**config.mk**
```make
export PLATFORM = sky130hd
export DESIGN_NAME = host_cmd_parser
export DESIGN_NICKNAME = d
export VERILOG_FILES = /design/src/rtl/host_cmd_parser.sv
export SDC_FILE = /design/constraint.sdc
export NUM_CORES = 1
export LEC_CHECK = 0
export CAP_MARGIN = 10
export CELL_PAD_IN_SITES_DETAIL_PLACEMENT = 1
export CELL_PAD_IN_SITES_GLOBAL_PLACEMENT = 1
export CORE_ASPECT_RATIO = 0.6
export CORE_UTILIZATION = 44
export DETAILED_ROUTE_END_ITERATION = 7
export PLACE_DENSITY = 0.83
export SLEW_MARGIN = 15
export SYNTH_ARGS = -nofsm -noshare
export SYNTH_HDL_FRONTEND = slang
export SYNTH_SLANG_ARGS = --single-unit
```
**constraint.sdc**
```tcl
create_clock -name clk -period 4 [get_ports clk]
set_clock_uncertainty 0.15 [all_clocks]
set_input_delay 0.4 -clock clk [delete_from_list [all_inputs] [get_ports clk]]
set_output_delay 0.4 -clock clk [all_outputs]
set_load 0.02 [all_outputs]
```
**src/rtl/host_cmd_parser.sv**
```systemverilog
// Host command frame parser: splits [dest, cmd, len_hi, len_lo, data*len, csum_hi, csum_lo],
// forwards payload with a one-deep output register, checks the 32-bit sum and times out stalled frames.
module host_cmd_parser #(
  parameter int HOST_WIDTH     = 16,
  parameter int TIMEOUT_CYCLES = 4096
) (
  input  logic                  clk,
  input  logic                  reset_n,
  input  logic [HOST_WIDTH-1:0] in_data,
  input  logic                  in_enable,
  output logic                  in_ready,
  output logic [HOST_WIDTH-1:0] out_data,
  output logic                  out_enable,
  input  logic                  out_ready,
  output logic [7:0]            hdr_dest,
  output logic [7:0]            hdr_cmd,
  output logic [23:0]           hdr_length,
  output logic                  hdr_valid,
  output logic                  frame_done,
  output logic                  checksum_ok,
  output logic                  err_timeout,
  output logic [15:0]           frames_ok,
  output logic [15:0]           frames_bad
);

  localparam int TW = (TIMEOUT_CYCLES > 1) ? $clog2(TIMEOUT_CYCLES) : 1;
  localparam logic [TW-1:0] TLAST = TW'((TIMEOUT_CYCLES > 0) ? TIMEOUT_CYCLES - 1 : 0);

  typedef enum logic [2:0] {
    S_DEST, S_CMD, S_LENHI, S_LENLO, S_DATA, S_CSUMHI, S_CSUMLO
  } state_t;

  state_t                state, state_nx;
  logic                  rdy_en, accept, to_fire, csum_match;
  logic [23:0]           wcnt, len_nx;
  logic [31:0]           acc;
  logic [HOST_WIDTH-1:0] csum_hi;
  logic [TW-1:0]         tcnt;

  always_ff @(posedge clk or negedge reset_n) begin
    if (!reset_n) state <= S_DEST;
    else          state <= state_nx;
  end

  always_comb begin
    state_nx = state;
    if (to_fire) begin
      state_nx = S_DEST;
    end else if (accept) begin
      unique case (state)
        S_DEST:   state_nx = S_CMD;
        S_CMD:    state_nx = S_LENHI;
        S_LENHI:  state_nx = S_LENLO;
        S_LENLO:  state_nx = (len_nx == 24'd0) ? S_CSUMHI : S_DATA;
        S_DATA:   state_nx = (wcnt == 24'd1) ? S_CSUMHI : S_DATA;
        S_CSUMHI: state_nx = S_CSUMLO;
        S_CSUMLO: state_nx = S_DEST;
        default:  state_nx = S_DEST;
      endcase
    end
  end

  // rdy_en keeps in_ready low through reset and until the first clock after release
  always_comb begin
    in_ready   = rdy_en & ((state != S_DATA) | !out_enable | out_ready);
    accept     = in_enable & in_ready;
    len_nx     = {hdr_length[23:16], in_data[15:0]};
    csum_match = (32'({csum_hi, in_data}) == acc);
    to_fire    = (TIMEOUT_CYCLES != 0) && (state != S_DEST) && in_ready && !in_enable
                 && (tcnt == TLAST);
  end

  always_ff @(posedge clk or negedge reset_n) begin
    if (!reset_n) begin
      rdy_en      <= 1'b0;
      out_data    <= '0;
      out_enable  <= 1'b0;
      hdr_dest    <= '0;
      hdr_cmd     <= '0;
      hdr_length  <= '0;
      hdr_valid   <= 1'b0;
      frame_done  <= 1'b0;
      checksum_ok <= 1'b0;
      err_timeout <= 1'b0;
      frames_ok   <= '0;
      frames_bad  <= '0;
      wcnt        <= '0;
      acc         <= '0;
      csum_hi     <= '0;
      tcnt        <= '0;
    end else begin
      rdy_en      <= 1'b1;
      hdr_valid   <= 1'b0;
      frame_done  <= 1'b0;
      checksum_ok <= 1'b0;
      err_timeout <= 1'b0;

      if (accept && state == S_DATA) begin
        out_data   <= in_data;
        out_enable <= 1'b1;
      end else if (out_ready) begin
        out_enable <= 1'b0;
      end

      // only host-side idling counts; a downstream stall drops in_ready and freezes tcnt
      if (accept || state == S_DEST || to_fire) tcnt <= '0;
      else if (in_ready && !in_enable)          tcnt <= tcnt + 1'b1;

      if (to_fire) begin
        err_timeout <= 1'b1;
        if (frames_bad != 16'hFFFF) frames_bad <= frames_bad + 16'd1;
      end

      if (accept) begin
        unique case (state)
          S_DEST: begin
            hdr_dest <= in_data[7:0];
            acc      <= '0;
          end
          S_CMD:   hdr_cmd <= in_data[7:0];
          S_LENHI: hdr_length[23:16] <= in_data[7:0];
          S_LENLO: begin
            hdr_length[15:0] <= in_data[15:0];
            wcnt             <= len_nx;
            hdr_valid        <= 1'b1;
          end
          S_DATA: begin
            acc  <= acc + 32'(in_data);
            wcnt <= wcnt - 24'd1;
          end
          S_CSUMHI: csum_hi <= in_data;
          S_CSUMLO: begin
            frame_done  <= 1'b1;
            checksum_ok <= csum_match;
            if (csum_match) begin
              if (frames_ok != 16'hFFFF) frames_ok <= frames_ok + 16'd1;
            end else begin
              if (frames_bad != 16'hFFFF) frames_bad <= frames_bad + 16'd1;
            end
          end
          default: ;
        endcase
      end
    end
  end

endmodule
```
==> impl_metrics.env, run 1 <==
export IMPL_status="complete, no violations"
export IMPL_worstHoldEndpoint="frames_bad[10]$_DFF_PN0_"
export IMPL_cts_buffer_depth=2
export IMPL_hold_viol_final=0
export IMPL_core_area_um2=20170
export IMPL_initial_core_util_pct=45.22
export IMPL_overflow=0
export IMPL_track_usage_pct=27.75
export IMPL_ant_nets=0
export IMPL_crit_required_ps=4180
export IMPL_synth_top_area_share_pct=49.66
export IMPL_port_buffers=113
export IMPL_cts_sinks=181
export IMPL_min_from="frames_bad[10]$_DFF_PN0_"
export IMPL_min_path_type="reg2reg"
export IMPL_cts_buffers=17
export IMPL_tightest_slew_ps=1022
export IMPL_multi_input_area_um2=4378
export IMPL_first_iter_violations=530
export IMPL_final_setup_viol_count=0
export IMPL_yosysUniqueCellTypes=72
export IMPL_rows=40
export IMPL_fp_dieArea_um2=21330
export IMPL_wl_per_cell_um=21.96
export IMPL_syn_area_um2=9121
export IMPL_grt_pass1_vias=7891
export IMPL_crit_family="simple AND/OR/NAND/NOR gates"
export IMPL_cp_slowest_stage_delay_ps=600
export IMPL_ys_seq_area_share_pct=49.66
export IMPL_slowest_stage="or4_1"
export IMPL_nFillCells=2202
export IMPL_rsz0062_at_grt="false"
export IMPL_htree_levels=4
export IMPL_cts_resized=0
export IMPL_num_nets_final=1038
export IMPL_fp_dieW_um=187.9
export IMPL_ir_worst_vdd_uv=399.4
export IMPL_worstSetupPathType="in2reg"
export IMPL_firstDrtPassIters=4
export IMPL_clk_insertion_delay_late_ps=440
export IMPL_yosys_cell_count_top_type="dfrtp_1"
export IMPL_design_area_um2=11310
export IMPL_fin_crit_sh_pct=85.65
export IMPL_yosys_area_top_type="dfrtp_1"
export IMPL_io_pins=114
export IMPL_clkTransAtPathRegs_ps=70
export IMPL_synth_edf_count=0
export IMPL_min_period_ps=3426
export IMPL_reg2reg_from="acc[1]$_DFFE_PN0P_"
export IMPL_dpl_hpwl_mm=20.04
export IMPL_place_congestion=0.9284
export IMPL_worstRegToRegCells=8
export IMPL_vias=7557
export IMPL_grt_max_degree=118
export IMPL_cap_viol_max_count=0
export IMPL_power_mw=7.146
export IMPL_drt_wl_total_mm=28.16
export IMPL_syn_inst=863
export IMPL_max_clock_freq_ghz=0.2919
export IMPL_ys_flop_type="dfrtp_1"
export IMPL_synth_nets=905
export IMPL_relSlewSlack_pct=31.86
export IMPL_die_y_um=113.5
export IMPL_seqCellArea_um2=4529
export IMPL_cts_tree="done"
export IMPL_ys_warn_count=0
export IMPL_synthArstFlopShare_pct=100.0
export IMPL_hold_depth=1
export IMPL_synth_area_top_cells="dfrtp_1 (50%), mux2_2 (9.4%), xnor2_1 (3.6%)"
export IMPL_diodes=0
export IMPL_root_buffer="clkbuf_16"
export IMPL_antenna_found_initial=1
export IMPL_drive_above_1_share_pct=16.65
export IMPL_place_area_um2=10770
export IMPL_regToRegSetupSlack_ps=610
export IMPL_cp_cell_sequence="clkdlybuf4s50_1 > ha_1 > nor4_1 > nand4_1 > or4_1 > nor3b_2 > a21boi_2 > buf_4 > mux2_2"
export IMPL_powerDensity_nw_per_um2=632.0
export IMPL_syn2layout_area_growth_pct=23.96
export IMPL_vias_per_cell=5.895
export IMPL_r2r_end="frames_ok[1]$_DFFE_PN0P_"
export IMPL_synth_area_per_cell_um2=10.57
export IMPL_setup_tns_ps=0
export IMPL_leakage_nw=4.949
export IMPL_grt_pass1_wl_mm=45.53
export IMPL_ys_seq_elements=181
export IMPL_whs_ps=343.6
export IMPL_worstPathArrival_ps=3600
export IMPL_drc=0
export IMPL_synthTopCellsByCount="dfrtp_1 (181), mux2_2 (76), nor2_1 (74), nand2_1 (52), a21oi_1 (46)"
export IMPL_endpoint_kind="flip-flop"
export IMPL_critPathMaxFanout=15
export IMPL_path_buf_inv=2
export IMPL_drv_slew=0
export IMPL_worst_setup_path_start_kind="primary input"
logic make-up (layout without fill, tap and decap cells):
kind of cell    count (synthesis)  after routing  synth area share [%]
flops                         181            181                 49.66
fa+ha+maj                      22             22                 3.100
simple gates                  269            269                 14.99
xor+xnor                       67             67                 6.433
mux                            78             78                 9.616
buf+inv                        57            203                 2.538
other cells                     1              1               0.04111
compound gates                188            188                 13.62
cell usage in the layout, fill, tap and decap left out, types with 15 or more instances in the layout:
| cell | count |
|---|---|
| a21oi_1 | 46 |
| a22o_1 | 15 |
| and3_1 | 19 |
| buf_4 | 41 |
| clkbuf_16 | 17 |
| clkdlybuf4s50_1 | 112 |
| dfrtp_1 | 181 |
| ha_1 | 21 |
| mux2_2 | 76 |
| nand2_1 | 52 |
| nand3_1 | 27 |
| nand4_1 | 15 |
| nor2_1 | 71 |
| nor3_1 | 17 |
| nor4_1 | 18 |
| o21ai_0 | 43 |
| xnor2_1 | 37 |
| xor2_1 | 30 |
per-layer routing:
layer | part of all wire (%) | routed length [um] | global-route usage (%)
met3 | 7.0 | 1977 | 7.015
met4 | 1.5 | 413 | 7.696
met1 | 48 | 13550 | 40.78
met5 | 0 | 0 | 0
met2 | 43 | 12220 | 40.54
stage by stage:
| stage | utilization [%] | std cells | setup slack [ps] |
|---|---|---|---|
| finish | 56.06 | 1282 | 574.0 |
| global route | 56.06 | 1282 | 468.8 |
| CTS | 56.06 | 1282 | 583.9 |
| detailed placement | 53.39 | 1249 | 132.6 |
| global placement | 53.39 | 1249 | 215.4 |
| floorplan | - | 863 | 1045 |
state kept, by name, indices dropped and copies added (netlist names), 3 cells and up:
register,flops
hdr_dest,8
tcnt,12
wcnt,24
acc,32
hdr_length,24
csum_hi,16
frames_ok,16
frames_bad,16
hdr_cmd,8
state,3
out_data,16
power by group:
| part | switching (mW) | internal (mW) | leakage, nW |
|---|---|---|---|
| combinational | 1.43 | 1.29 | 2.34 |
| sequential | 0.496 | 2.37 | 2.35 |
| clock | 0.745 | 0.813 | 0.254 |
| total | 2.67 | 4.47 | 4.95 |
final cells by class:
| type | count | area share, % |
|---|---|---|
| Inverter | 15 | 0.5090 |
| Multi-Input combinational cell | 625 | 38.72 |
| Tap cell | 273 | 3.021 |
| Clock buffer | 21 | 3.984 |
| Sequential cell | 181 | 40.06 |
| Clock inverter | 11 | 0.6861 |
| Timing Repair Buffer | 156 | 13.02 |
how the worst max path moves through the flow:
stage / start / endpoint / slack [ps] / cells after the start
after floorplan: in_data[0] / acc[16]$_DFFE_PN0P_ / 1040 / 9
after global placement: in_data[2] / frames_ok[1]$_DFFE_PN0P_ / 220 / 9
after detailed placement: in_data[2] / frames_ok[1]$_DFFE_PN0P_ / 130 / 9
after CTS: in_data[2] / frames_ok[1]$_DFFE_PN0P_ / 580 / 9
after global routing: in_data[2] / frames_ok[1]$_DFFE_PN0P_ / 470 / 9
final: in_data[2] / frames_ok[1]$_DFFE_PN0P_ / 570 / 9
timing repair:
item,4_1_cts,5_1_grt
setup buffers,0,0
endpoints found under the hold margin,11,0
hold buffers,1,0
No activity file was read; power rests on OpenSTA's default activity.
==> inputs of run 2 (changes only) <==
--- a/config.mk
+++ b/config.mk
@@ -11,7 +11,7 @@
 export CORE_ASPECT_RATIO = 0.6
 export CORE_UTILIZATION = 44
 export DETAILED_ROUTE_END_ITERATION = 7
-export PLACE_DENSITY = 0.83
+export PLACE_DENSITY_LB_ADDON = 0.1
 export SLEW_MARGIN = 15
 export SYNTH_ARGS = -nofsm -noshare
 export SYNTH_HDL_FRONTEND = slang
==> run 2 against run 1 <==
Against the previous run:
- die area unchanged
- clock-buffer cell count up 1
- combinational power about the same
- non-clock buffer count down 2
- clock power up 16%
- hold slack worse by 4.1 ps
- register-to-register slack about the same
- worst setup slack worse by 38 ps
- largest cell class unchanged
==> impl_metrics.env, run 2 (synthesized netlist as in run 1, its figures left out) <==
export IMPL_clkTransAtPathRegs_ps=70
export IMPL_min_path_type="reg2reg"
export IMPL_worstRegToRegCells=8
export IMPL_track_usage_pct=27.97
export IMPL_port_buffers=113
export IMPL_slowest_stage="or4_1"
export IMPL_worstHoldEndpoint="frames_ok[10]$_DFFE_PN0P_"
export IMPL_clk_insertion_delay_late_ps=440
export IMPL_ir_worst_vdd_uv=380.8
export IMPL_vias=7612
export IMPL_path_buf_inv=2
export IMPL_drc=0
export IMPL_cap_viol_max_count=0
export IMPL_ant_nets=0
export IMPL_core_area_um2=20170
export IMPL_max_flop_register="acc"
export IMPL_powerDensity_nw_per_um2=649.9
export IMPL_place_congestion=0.8873
export IMPL_root_buffer="clkbuf_16"
export IMPL_drive_above_1_share_pct=16.58
export IMPL_endpoint_kind="flip-flop"
export IMPL_io_pins=114
export IMPL_max_clock_freq_ghz=0.2886
export IMPL_hold_depth=1
export IMPL_initial_core_util_pct=45.22
export IMPL_rows=40
export IMPL_grt_pass1_wl_mm=45.56
export IMPL_rsz0062_at_grt="false"
export IMPL_tightest_slew_ps=927.8
export IMPL_cts_sinks=181
export IMPL_min_period_ps=3465
export IMPL_leakage_nw=4.981
export IMPL_r2r_end="frames_ok[1]$_DFFE_PN0P_"
export IMPL_diodes=0
export IMPL_worst_setup_path_start_kind="primary input"
export IMPL_worstSetupPathType="in2reg"
export IMPL_die_y_um=113.5
export IMPL_most_common_layout_cells="dfrtp_1 (181), clkdlybuf4s50_1 (112), mux2_2 (76)"
export IMPL_firstDrtPassIters=5
export IMPL_final_common_cell="dfrtp_1"
export IMPL_drv_slew=0
export IMPL_drt_wl_total_mm=28.82
export IMPL_largest_register_ffs=32
export IMPL_setup_tns_ps=0
export IMPL_first_iter_violations=565
export IMPL_whs_ps=339.5
export IMPL_cts_buffers=17
export IMPL_htree_levels=4
export IMPL_crit_required_ps=4170
export IMPL_reg_top3="acc x32, hdr_length x24, wcnt x24"
export IMPL_num_nets_final=1036
export IMPL_worstPathArrival_ps=3630
export IMPL_fin_crit_sh_pct=86.61
export IMPL_regToRegSetupSlack_ps=610
export IMPL_cts_tree="done"
export IMPL_final_setup_viol_count=0
export IMPL_grt_pass1_vias=7794
export IMPL_reg2reg_from="acc[1]$_DFFE_PN0P_"
export IMPL_antenna_found_initial=1
export IMPL_status="complete, no violations"
export IMPL_dpl_hpwl_mm=20.61
export IMPL_cts_setup_buffers=0
export IMPL_fp_dieW_um=187.9
export IMPL_hold_viol_final=0
export IMPL_critPathMaxFanout=15
export IMPL_overflow=0
export IMPL_relSlewSlack_pct=36.54
export IMPL_syn2layout_area_growth_pct=24.84
export IMPL_crit_family="simple AND/OR/NAND/NOR gates"
export IMPL_wl_per_cell_um=22.51
export IMPL_cp_slowest_stage_delay_ps=630
export IMPL_min_from="frames_ok[10]$_DFFE_PN0P_"
export IMPL_grt_max_degree=83
export IMPL_vias_per_cell=5.947
export IMPL_cp_cell_sequence="clkdlybuf4s50_1 > ha_1 > nor4_1 > nand4_1 > or4_1 > nor3b_2 > a21boi_2 > buf_4 > mux2_2"
export IMPL_cts_buffer_depth=2
export IMPL_fp_dieArea_um2=21330
[run 2: final cells by class]
cell class              instances  area [um2]
inverters                      15       57.56
clock inverters                10       143.9
well taps                     273       341.6
repair buffers                154        1455
flip-flops and latches        181        4529
multi-input cells             625        4375
fillers                      2151        8782
clock buffers                  22       484.2
[run 2: what timing repair did]
item | in CTS | in global routing
gates resized for setup | 0 | 0
hold buffers | 1 | 0
setup endpoints to repair | 0 | 0
hold endpoints to repair | 79 | 0
[run 2: report_power, final]
group,switching [mW],leakage (nW),internal (mW)
combinational,1.45,2.33,1.28
clock,0.752,0.299,1.06
sequential,0.487,2.35,2.37
[run 2: metal layers]
layer | GRT usage, % | vias to the layer above | routed length, um
met5 | 0 | - | 0
met4 | 7.696 | 0 | 414
met3 | 5.600 | 23 | 1602
met2 | 40.79 | 230 | 12410
met1 | 42.07 | 3951 | 14390
li1 | - | 3408 | -
[run 2: worst register-to-register path: stages (launching register included)]
cell	delay (ps)
dfrtp_1	420
ha_1	340
nor4_1	490
nand4_1	200
or4_1	630
nor3b_2	280
a21boi_2	200
buf_4	210
mux2_2	360
[run 2: how the worst max path moves through the flow]
stage | startpoint | endpoint | slack (ps) | cells after the start
floorplan | in_data[0] | acc[16]$_DFFE_PN0P_ | 1040 | 9
global placement | in_data[11] | frames_ok[1]$_DFFE_PN0P_ | 230 | 9
detailed placement | in_data[11] | frames_ok[1]$_DFFE_PN0P_ | 120 | 9
CTS | in_data[11] | frames_ok[1]$_DFFE_PN0P_ | 560 | 9
global route | in_data[11] | frames_ok[1]$_DFFE_PN0P_ | 370 | 9
finish | in_data[11] | frames_ok[1]$_DFFE_PN0P_ | 540 | 9
[run 2: metrics by stage]
stage	instances	setup WS [ps]	total power [mW]	util, %	area, um2
CTS	1280	561.0	7.418	56.46	11390
detailed placement	1247	122.3	5.576	53.29	10750
finish	1280	535.5	7.400	56.46	11390
floorplan	863	1045	4.340	-	9121
global route	1280	368.1	7.760	56.46	11390
global placement	1247	225.2	5.444	53.29	10750
